<file path="config.mk">
export PLATFORM = sky130hd
export DESIGN_NAME = reg_file_8x16
export DESIGN_NICKNAME = d
export VERILOG_FILES = /design/src/rtl/reg_file_8x16.sv
export SDC_FILE = /design/constraint.sdc
export NUM_CORES = 1
export LEC_CHECK = 0
export CORE_AREA = 2 2 94 119
export DETAILED_ROUTE_END_ITERATION = 7
export DIE_AREA = 0 0 96 121
export DONT_BUFFER_PORTS = 1
export GPL_ROUTABILITY_DRIVEN = 1
export PLACE_DENSITY = 0.84
export SYNTH_ARGS = -nofsm -noshare
export SYNTH_HDL_FRONTEND = slang
export SYNTH_SLANG_ARGS = --single-unit
</file>
<file path="constraint.sdc">
create_clock -name CLK -period 2.4 [get_ports CLK]
set_input_delay 0.48 -clock CLK [delete_from_list [all_inputs] [get_ports CLK]]
set_output_delay 0.48 -clock CLK [all_outputs]
set_load 0.005 [all_outputs]
</file>
<file path="src/rtl/reg_file_8x16.sv">
// ---------------------------------------------------------------------------
// reg_file_8x16
//   Single-port register file built from flip-flops. It stores `depth` words
//   of `width` bits. One address bus serves both writes and reads. Read data
//   is registered.
//
// Ports
//   CLK      in   1           clock, rising edge
//   RST      in   1           synchronous reset, active-high; clears every
//                             word and rd_data, and overrides wr_en/rd_en
//   wr_data  in   width       data written on a write cycle
//   address  in   addressBus  word index for both write and read (unsigned)
//   wr_en    in   1           write enable (acts only when rd_en=0)
//   rd_en    in   1           read enable  (acts only when wr_en=0)
//   rd_data  out  width       registered read data; holds between reads
//
// Behaviour notes
//   - wr_en and rd_en both high is a no-op. Memory and rd_data both hold.
//   - An address with no matching word (address >= depth) never hits a word.
//     A write to it is dropped and a read of it returns 0.
// ---------------------------------------------------------------------------
module reg_file_8x16 #(
    parameter int width      = 16,
    parameter int depth      = 8,
    parameter int addressBus = 3
) (
    input  logic                  CLK,
    input  logic                  RST,
    input  logic [width-1:0]      wr_data,
    input  logic [addressBus-1:0] address,
    input  logic                  wr_en,
    input  logic                  rd_en,
    output logic [width-1:0]      rd_data
);

    // A write or read happens only when exactly one enable is asserted.
    logic do_wr;
    logic do_rd;

    assign do_wr = wr_en & ~rd_en;
    assign do_rd = rd_en & ~wr_en;

    // Per-word contributions to the read mux. A word that is not addressed
    // contributes zero, so OR-ing all of them selects the addressed word.
    // An out-of-range address selects nothing and yields 0.
    logic [depth-1:0][width-1:0] rd_terms;

    generate
        for (genvar gi = 0; gi < depth; gi++) begin : gen_word
            logic             word_hit;
            logic [width-1:0] word_q;
            logic [width-1:0] word_d;

            assign word_hit = (address == addressBus'(gi));

            always_comb begin
                word_d = word_q;
                if (do_wr && word_hit) begin
                    word_d = wr_data;
                end
            end

            always_ff @(posedge CLK) begin
                if (RST) begin
                    word_q <= '0;
                end else begin
                    word_q <= word_d;
                end
            end

            assign rd_terms[gi] = word_hit ? word_q : '0;
        end
    endgenerate

    logic [width-1:0] rd_sel;
    logic [width-1:0] rd_data_q;
    logic [width-1:0] rd_data_d;

    always_comb begin
        rd_sel = '0;
        for (int i = 0; i < depth; i++) begin
            rd_sel = rd_sel | rd_terms[i];
        end
    end

    always_comb begin
        rd_data_d = rd_data_q;
        if (do_rd) begin
            rd_data_d = rd_sel;
        end
    end

    always_ff @(posedge CLK) begin
        if (RST) begin
            rd_data_q <= '0;
        end else begin
            rd_data_q <= rd_data_d;
        end
    end

    assign rd_data = rd_data_q;

endmodule

</file>
**Word level (Yosys, flattened, before mapping)**

Index checks and enable logic that the tools add are counted.

- Mux-type cells: 8
- Bitwise operators: 11
- Equality and inequality tests: 7
- Reductions and logical operators: 9

Operator list:

| cell | number |
|---|---|
| 16-bit two-way mux | 8 |
| 16-bit bitwise OR | 7 |
| 3-bit == test (second input constant) | 4 |
| 1-bit logical AND | 8 |
| 3-bit by 2-bit == test with 1-bit output (second input constant) | 2 |
| 3-bit by 1-bit == test with 1-bit output (second input constant) | 1 |
| 3-bit logical NOT | 1 |
| 1-bit AND | 2 |
| 1-bit NOT | 2 |

- Output and inout bits: 16
- Input bits: 23
- Logic and storage cells: 44
- Flip-flop bits (word level): 144

**Depth between registers and ports, before layout**

- Depth after elaboration: 9
- Depth in mapped cells: 7
- Mapped depth without buffers: 4

**Least setup slack after synthesis**

No wires, ideal clock.

- Path kind: input port to flip-flop
- Start point: input port address[1]
- End point: register rd_data_q[4], in the netlist rd_data[4]
- Arrival: 1,642 ps
- Slack: 644 ps
- Stages: 6
- Path buffers: 2
- Setup time: 115 ps
- Path through: buf_2 buf_4 mux2_2 a221oi_1 o22ai_1 o21a_1

- Cells in the longest elaborated chain, start to end: 9
- Elaborated cells between the ends (all ways): 23
- Classes of those cells: eq/ne: 7; mux: 8; bitwise: 7; reduce/logical: 1

Ends and longest elaborated chain:

| what | line | RTL |
|---|---|---|
| start: declaration | 30 | `input logic [addressBus-1:0] address,` |
| 3-bit by 1-bit == test with 1-bit output or 3-bit logical NOT (tied branches) | 54 | `assign word_hit = (address == addressBus'(gi));` |
| 16-bit two-way mux | 71 | `assign rd_terms[gi] = word_hit ? word_q : '0;` |
| 16-bit bitwise OR (6 in series) | 82 | `rd_sel = rd_sel \| rd_terms[i];` |
| 16-bit bitwise OR (*) | 82 |  |
| end signal: assignment | 97 | `rd_data_q <= rd_data_d;` |
| end: declaration | 76 | `logic [width-1:0] rd_data_q;` |

Mark *: on every way between the ends. The rest lies on a longest branch, timed or not.
A chain may end at the register's enable or synchronous reset.

**Worst setup path after layout**

- Start point: register gen_word[5].word_q[2]
- End point: register rd_data_q[2], in the netlist rd_data[2]

- Cells in the longest elaborated chain, start to end: 4

Ends and longest elaborated chain:

| what | line | RTL |
|---|---|---|
| start: declaration | 51 | `logic [width-1:0] word_q;` |
| start signal: assignment | 67 | `word_q <= word_d;` |
| 16-bit two-way mux | 71 |  |
| 16-bit bitwise OR (3 in series) | 82 |  |

Every way passes these cells.

==> metrics <==
Final Skew=6.52 ps; # diodes=0; total wire length=17800 microns; Switching Fraction=22.1%; end of the critical path=rd_data[2]; Warnings, synthesis=0; global-route wire length before repair=28300 microns; Clk Tree Root Cell=clkbuf_16; area of the mapped netlist=6200 sq um; Setup Total Neg Slack=0 ps; # fillers=813; Worst Reg-to-Reg Cells=4; CP Launch Point=gen_word[5].word_q[2]; minimum clock period after layout=1610 ps; Place WS=591 ps; Comb power frac=4.1%; share of cells above drive strength 1=8.87%; endpoints failing setup=0; Fmax=622 MHz; P&R area growth vs syn=7.97%; GPL Wtd Cong=0.837; nets=765; ratio of final minimum period to clock period=67.0%; Cell Count, Final, Fillers Out=887; part of the power in the clock network=48.1%; Synth area leader=dfxtp_1; Area contributors post-synth=dfxtp_1 46%, nand2_1 16%, a21oi_1 11%, mux2i_1 3.7%, buf_2 2.9%; RR Endpoint=rd_data[2]; CTS tree=done; Crit Path Class=flop to flop; status=finished, final reports clean; Pre-antenna DRT Iters=6; hold crit path type=input port to flop; CTS buffer count=17; most common library cell in the layout ignoring fill and taps=nand2_1; drc violations=0; Post-synth EDFFs=0; top_reg_cell synth=dfxtp_1; Async S/R FF share, synth=0%; post-CTS setup buffers=0; Die Span Y=121 microns; transition time of the tightest slew-check pin=686 ps; syn nets=801; final core utilization=64.0%; Pins Over Slew Limit=0; total global routing overflow=0; unrepaired setup endpoints after global routing=false; Pwr Density=769 nW/um^2; Internal Power=4.01 mW; routed vias/inst=6.37; Core Area=10500 sq um; Syn Area/Cell=7.97 sq um; DR WL/cell=20.1 microns; Rel. slew slack=54.2%; required time worst endpoint=2690 ps; reg2reg setup slack=790 ps; Rows=42; initial antenna violation count=0; worst skew pair latency=420 ps; Die X=96 microns; I/O Buffers=0; pin count of the biggest net entering global routing=145; clk buf depth=2; Reg area=2880 sq um; Seq/Total Area, Yosys=46.5%; DR iter-0 viols=701; hpwl dp=10700 microns; GRT Total Usage=32.4%; final hold violations=0; cell count after synthesis=778; CP startpoint kind=flop; IO Pins=39; Post-CTS Hold Buffers=0; Psw=1.14 mW; Placed Cells incl. Taps=855; max_cap viols=0; Pwr Total=5.15 mW; FF+latch count, synth=144; CTS sink count=144; commonest non-fill, non-tap cells in the layout=266 x nand2_1, 144 x dfxtp_1, 132 x a21oi_1; Die ar.=11600 sq um; number of global-route vias before repair=5476; H-tree levels=4; clock-pin slew on the worst setup and hold paths=60 ps; crit path DAT=1900 ps; Reg2Reg Launch Point=gen_word[5].word_q[2]; synth unique cells=44; sequential share of power=47.8%; post_cts resized=0; VDD IR max=0.448 mV; multi-input logic area=2950 sq um; leakage power=2.23 nW; worst-path fanout max=2; Critical Path End Type=flop; DRT antenna net count=0; vias=5654; final worst slack=792 ps; Yosys top cell area share=46.5%; Starting Density=59.3%
==> layout make-up <==
cell class              count  share of cell area (%)
well taps                 132                    2.47
clock inverters            11                    1.33
inverters                   6                   0.336
repair buffers             15                    1.68
multi-input cells         558                    44.1
flip-flops and latches    144                    43.0
clock buffers              21                    7.03
==> power by group through the flow <==
stage	Combinational [mW]	Clock [mW]	Sequential [mW]
after floorplan	0.254	0	2.51
final	0.210	2.48	2.46
after CTS	0.204	2.49	2.46
after global placement	0.195	0	2.51
after global routing	0.225	2.61	2.47
after detailed placement	0.201	0	2.52
==> worst max-delay path, cell delays in order (launching register included) <==
cell and delay, ps:
dfxtp_1 320, mux2_2 260, a221o_1 300, a221oi_1 490, nor3_1 110
==> cells in the mapped netlist (all sizes together) (6+ instances only) <==
master   number
mux2i        23
a221o         6
a22o          9
a211oi        6
mux2          7
inv           6
a21oi       132
nand2       266
a221oi       12
buf          46
nor2         29
clkbuf       24
nor2b         6
o2bb2ai       8
nor3          8
dfxtp       144
==> registers in the layout, indices dropped and copies added, names as in the netlist <==
register,flops
gen_word.word_q,128
rd_data,16
==> through the flow <==
step | hold WS, ps | area [sq um]
after floorplan | 432 | 6200
after CTS | 123 | 6700
after global routing | 114 | 6700
after global placement | 432 | 6140
final | 130 | 6700
after detailed placement | 440 | 6140
==> routing by layer <==
layer  GRT usage, %  part of all wire (%)  up-vias
met5              0                     0        -
met4           18.0                   5.8        0
met3           10.2                    12       84
met2           49.3                    46      374
met1           40.1                    36     2637
li1               -                     -     2559
==> worst min-delay path by stage <==
| stage | start | cells past startpoint | to |
|---|---|---|---|
| after floorplan | gen_word[1].word_q[12] | 2 | gen_word[1].word_q[12] |
| after global placement | gen_word[5].word_q[2] | 2 | gen_word[5].word_q[2] |
| after detailed placement | gen_word[2].word_q[8] | 2 | gen_word[2].word_q[8] |
| after CTS | RST | 1 | gen_word[3].word_q[6] |
| after global routing | RST | 1 | gen_word[1].word_q[3] |
| final | RST | 1 | gen_word[3].word_q[6] |
==> logic make-up after synthesis <==
| logic type | count (synthesis) | synth area share (%) |
|---|---|---|
| simple gates | 327 | 22.0 |
| compound gates | 198 | 19.5 |
| flops | 144 | 46.5 |
| buf+inv | 76 | 5.93 |
| mux | 33 | 6.07 |
Power figures use the tool's default switching activity.
